==> config.mk <==
export PLATFORM = sky130hd
export DESIGN_NAME = rr_arbiter
export DESIGN_NICKNAME = d
export VERILOG_FILES = /design/src/rtl/rr_arbiter_pkg.sv /design/src/rtl/oh_to_binary.sv /design/src/rtl/rr_arbiter.sv
export SDC_FILE = /design/constraint.sdc
export NUM_CORES = 1
export LEC_CHECK = 0
export ABC_AREA = 1
export CORE_MARGIN = 2
export CORE_UTILIZATION = 40
export DETAILED_ROUTE_END_ITERATION = 12
export GPL_ROUTABILITY_DRIVEN = 1
export PLACE_DENSITY = 0.95
export SETUP_SLACK_MARGIN = 0.15
export SYNTH_ARGS = -nofsm -noshare
export SYNTH_HDL_FRONTEND = slang
export SYNTH_SLANG_ARGS = --single-unit
==> constraint.sdc <==
create_clock -name clk -period 2.74 [get_ports clk]
set_input_delay 0.548 -clock clk [delete_from_list [all_inputs] [get_ports clk]]
set_output_delay 0.548 -clock clk [all_outputs]
set_load 0.1 [all_outputs]
==> src/rtl/rr_arbiter_pkg.sv <==
// Shared helpers for the round-robin arbiter.
package rr_arbiter_pkg;

  // Modulo-n increment used to advance the priority pointer past the winner.
  function automatic int rr_next(input int ptr, input int n);
    return (ptr + 1 >= n) ? 0 : ptr + 1;
  endfunction

endpackage

==> src/rtl/oh_to_binary.sv <==
// One-hot to binary encoder; the output is zero when the input is all-zero.
module oh_to_binary #(
  parameter  int INPUT_WIDTH  = 4,
  localparam int OUTPUT_WIDTH = $clog2(INPUT_WIDTH)
) (
  input  logic [INPUT_WIDTH-1:0]  oh_in,
  output logic [OUTPUT_WIDTH-1:0] bin_out
);

  always_comb begin
    bin_out = '0;
    for (int i = 0; i < INPUT_WIDTH; i++) begin
      if (oh_in[i]) bin_out |= OUTPUT_WIDTH'(i);
    end
  end

endmodule

==> src/rtl/rr_arbiter.sv <==
// Round-robin arbiter with a single registered output stage carrying payload,
// one-hot grant and binary grant index.
module rr_arbiter
  import rr_arbiter_pkg::*;
#(
  parameter  int NUM_REQ    = 4,
  parameter  int DATA_WIDTH = 32,
  localparam int IDX_WIDTH  = $clog2(NUM_REQ)
) (
  input  logic                  clk,
  input  logic                  rst_n,
  input  logic [NUM_REQ-1:0]    req_valid,
  input  logic [DATA_WIDTH-1:0] req_data [NUM_REQ],
  output logic [NUM_REQ-1:0]    req_ready,
  output logic                  out_valid,
  input  logic                  out_ready,
  output logic [DATA_WIDTH-1:0] out_data,
  output logic [NUM_REQ-1:0]    out_grant_oh,
  output logic [IDX_WIDTH-1:0]  out_grant_idx
);

  logic [IDX_WIDTH-1:0]  ptr_q, ptr_d;
  logic                  out_valid_q, out_valid_d;
  logic [DATA_WIDTH-1:0] out_data_q, out_data_d;
  logic [NUM_REQ-1:0]    out_grant_oh_q, out_grant_oh_d;
  logic [IDX_WIDTH-1:0]  out_grant_idx_q, out_grant_idx_d;

  logic [2*NUM_REQ-1:0]  dbl_masked;
  logic [NUM_REQ-1:0]    gnt;
  logic [IDX_WIDTH-1:0]  gnt_idx;
  logic [DATA_WIDTH-1:0] win_data;
  logic                  can_accept;
  logic                  found;

  assign can_accept = !out_valid_q || out_ready;

  // Lower copy masked below ptr, upper copy unmasked: first set bit is the
  // winner in rotated order, folded back with a modulo.
  always_comb begin
    dbl_masked = '0;
    for (int j = 0; j < 2*NUM_REQ; j++) begin
      dbl_masked[j] = req_valid[j % NUM_REQ] && (j >= int'(ptr_q));
    end
    gnt   = '0;
    found = 1'b0;
    for (int j = 0; j < 2*NUM_REQ; j++) begin
      if (dbl_masked[j] && !found) begin
        found            = 1'b1;
        gnt[j % NUM_REQ] = 1'b1;
      end
    end
  end

  oh_to_binary #(
    .INPUT_WIDTH (NUM_REQ)
  ) u_oh_to_binary (
    .oh_in   (gnt),
    .bin_out (gnt_idx)
  );

  always_comb begin
    win_data = '0;
    for (int i = 0; i < NUM_REQ; i++) begin
      if (gnt[i]) win_data |= req_data[i];
    end
  end

  assign req_ready = can_accept ? gnt : '0;

  always_comb begin
    ptr_d           = ptr_q;
    out_valid_d     = out_valid_q;
    out_data_d      = out_data_q;
    out_grant_oh_d  = out_grant_oh_q;
    out_grant_idx_d = out_grant_idx_q;
    if (can_accept && found) begin
      out_valid_d     = 1'b1;
      out_data_d      = win_data;
      out_grant_oh_d  = gnt;
      out_grant_idx_d = gnt_idx;
      ptr_d           = IDX_WIDTH'(rr_next(int'(gnt_idx), NUM_REQ));
    end else if (out_valid_q && out_ready) begin
      out_valid_d    = 1'b0;
      out_grant_oh_d = '0;
    end
  end

  always_ff @(posedge clk or negedge rst_n) begin
    if (!rst_n) begin
      ptr_q           <= '0;
      out_valid_q     <= 1'b0;
      out_data_q      <= '0;
      out_grant_oh_q  <= '0;
      out_grant_idx_q <= '0;
    end else begin
      ptr_q           <= ptr_d;
      out_valid_q     <= out_valid_d;
      out_data_q      <= out_data_d;
      out_grant_oh_q  <= out_grant_oh_d;
      out_grant_idx_q <= out_grant_idx_d;
    end
  end

  assign out_valid     = out_valid_q;
  assign out_data      = out_data_q;
  assign out_grant_oh  = out_grant_oh_q;
  assign out_grant_idx = out_grant_idx_q;

endmodule

==> run metrics <==
status finished, final reports clean; total core area about 6800 µm²; antenna cells 0; hold slack around 0.40 ns; H-tree Lvls 2; drt wl/cell approximately 14 µm; top_reg_cell synth dfrtp_1; Hold Fails Final Rpt 0; Post-Syn Instances roughly 430; Overall Global Routing Usage 24.2%; Seq/Total Area, Yosys between 30% and 40%; full die area between 7000 and 8000 µm²; IO buf count 177; CTS Buf Count 5; Compound-Gate Fraction of Synth Area slightly below 5%; first-pass GRT wire length between 10 and 15 mm; clock slew at reported path FFs 0.08 ns; FMAX 0.398 GHz; Die Ht 87.4 µm; path type of the worst min-delay path primary input to async pin; Final Critical Period between 2 and 3 ns; routed vias ~3400; DRT Wirelength about 9.4 mm; antenna-violating nets left 0; DP HPWL roughly 7.3 mm; Worst Tran Pin Value ~0.95 ns; number of flops mapped to enable cells by yosys 0; row cnt 30; first-pass iteration count of the detailed router 4; DRC errors left 0; Final nets between 700 and 800; Unique masters post-synth 25; Finish-stage setup viols 0; startpoint types primary input; multiplexer share of the synthesized area 0%; crit-path max FO 6; Max Slew Vio Count 0; Sw Share between 50% and 60%; sequential fraction of design power 22.5%; Crit. End Element primary output; Synthesized Nets about 570; Clock Latency Late Sink about 0.29 ns; main combinational cell family by area after synthesis simple AND/OR/NAND/NOR gates; total of max-cap violations 0; Initial Utilization between 40 and 50%; Clock Tree Root clkbuf_8; relative slew slack 36.4%; number of vias per cell about 5; Yosys reg bits 41; number of I/O pins ~180; Clock Power Share a little under an eighth; vias in the first global route 3313; ys async rst share 100%; simple-gate share of the synthesized area between 40% and 50%; area grow syn2layout 66.5%; TritonCTS clock tree done; Avg Inst Size Synth approximately 6.4 µm²; GPL Wtd Cong ~0.86; Int Power 1.67 mW; Final period util between 90% and 100%; DR iter-0 viols approximately 100; RSZ-0062 raised after global routing no; WP data required approximately 2.2 ns; net switching power around 2.2 mW; largest net degree at the start of global routing between 40 and 50; initial antenna violation count 0; XOR/XNOR share of the synthesized area 0%; Clock Skew 0.00301 ns; setup slack, reg-to-reg approximately 0.9 ns; leakage between 2 and 2.5 nW; Cell Area, Synth around 2800 µm²; layout cell share with drive strength beyond 1 about an eighth; Worst VDD drop about 0.00039 V; Comb pwr share 66.2%; arrival time at the worst endpoint roughly 2.0 ns; die width ~90 µm; grt total ovfl 0; CP Class primary input to primary output; PD cells about 840 nW/µm²; Fill cells between 500 and 600; Synth Area in Adders 0%; clk sinks 41; clk buf depth 2; hold_buf cts 0; Final TNS setup 0 ns; synth warn 0
-- metrics by stage --
step	area [µm²]	total power [mW]	instances	worst slack [ns]	utilization [%]
final	4630	3.90	684	0.229	68.6
after global routing	4630	4.09	684	0.154	68.6
after CTS	4630	3.93	684	0.190	68.5
after detailed placement	4530	3.48	676	0.197	67.0
after global placement	4530	3.44	676	0.228	67.0
after floorplan	2790	2.78	433	-0.0536	-
-- cells in the final DEF, fill, tap and decap left out, types with 2 or more instances in the layout --
| master | n |
|---|---|
| a21oi_1 | 13 |
| a31oi_1 | 2 |
| buf_12 | 5 |
| buf_4 | 46 |
| clkbuf_8 | 7 |
| clkdlybuf4s50_1 | 132 |
| dfrtp_1 | 41 |
| inv_1 | 49 |
| inv_2 | 3 |
| nand2_1 | 103 |
| nand2_2 | 5 |
| nand3_1 | 65 |
| nor2_1 | 101 |
| nor2_2 | 4 |
| o22ai_1 | 3 |
| or2_0 | 12 |
-- cell families after synthesis --
logic type / after synthesis
simple gates: 295
buf+inv: 75
flops: 41
compound gates: 22
-- routing by layer --
metal  up-vias  GRT usage (%)  routed length [µm]
met5         -              0                   0
met4         0           9.37                 217
met3        20           6.64                 894
met2       168           45.2                4890
met1      1534           25.3                3440
li1       1665              -                   -
-- cell type report --
type	count	area [µm²]	area share [%]
Tap cell	80	100	2.16
Clock buffer	7	96.3	2.08
Multi-Input combinational cell	317	1420	30.6
Clock inverter	1	5.00	0.108
Timing Repair Buffer	186	1800	38.7
Sequential cell	41	1030	22.1
Inverter	52	195	4.21
-- state kept, by name (all words and copies together) (netlist names) --
register       flops
out_grant_oh       4
out_data          32
out_valid          1
ptr_q              2
out_grant_idx      2
-- critical path: stages --
cell and delay [ns]:
clkdlybuf4s50_1 0.41, nor2_1 0.49, inv_1 0.19, nand2_4 0.12
nor2_2 0.05, buf_12 0.16
-- timing repair --
item / in CTS / in global routing
endpoints found under the setup margin: 0 / 1
gates resized for setup: 0 / 2
setup buffers: 0 / 0
endpoints found under the hold margin: 0 / 0
-- cells in the mapped netlist (2+ instances only) --
library cell / instances / area, µm²
a21oi_1: 13 / 65.1
a31oi_1: 2 / 12.5
buf_2: 11 / 55.1
buf_4: 3 / 22.5
buf_6: 6 / 67.6
clkbuf_1: 2 / 7.51
dfrtp_1: 41 / 1030
inv_1: 49 / 184
inv_2: 3 / 11.3
nand2_1: 103 / 387
nand2_2: 5 / 31.3
nand3_1: 65 / 325
nor2_1: 105 / 394
o22ai_1: 3 / 18.8
or2_0: 12 / 75.1
-- final timing paths --
kind	from	end	cells past startpoint
worst max-delay path	out_ready	req_ready[2]	6
worst min-delay path	rst_n	out_data[1]$_DFFE_PN0P_	1
worst max register to register	ptr_q[1]$_DFFE_PN0P_	out_data[23]$_DFFE_PN0P_	11
worst min register to register	out_grant_idx[0]$_DFFE_PN0P_	out_grant_idx[0]$_DFFE_PN0P_	1
max in group asynchronous	rst_n	out_data[12]$_DFFE_PN0P_	1
min in group clk	out_grant_idx[0]$_DFFE_PN0P_	out_grant_idx[0]$_DFFE_PN0P_	1
-- power groups by stage --
| stage | Combinational (mW) | Clock (mW) | Sequential [mW] |
|---|---|---|---|
| floorplan | 0.684 | 0 | 2.10 |
| global placement | 2.56 | 0 | 0.881 |
| detailed placement | 2.59 | 0 | 0.892 |
| CTS | 2.59 | 0.454 | 0.881 |
| global route | 2.71 | 0.475 | 0.898 |
| finish | 2.58 | 0.440 | 0.879 |
No activity file was read; power rests on OpenSTA's default activity.
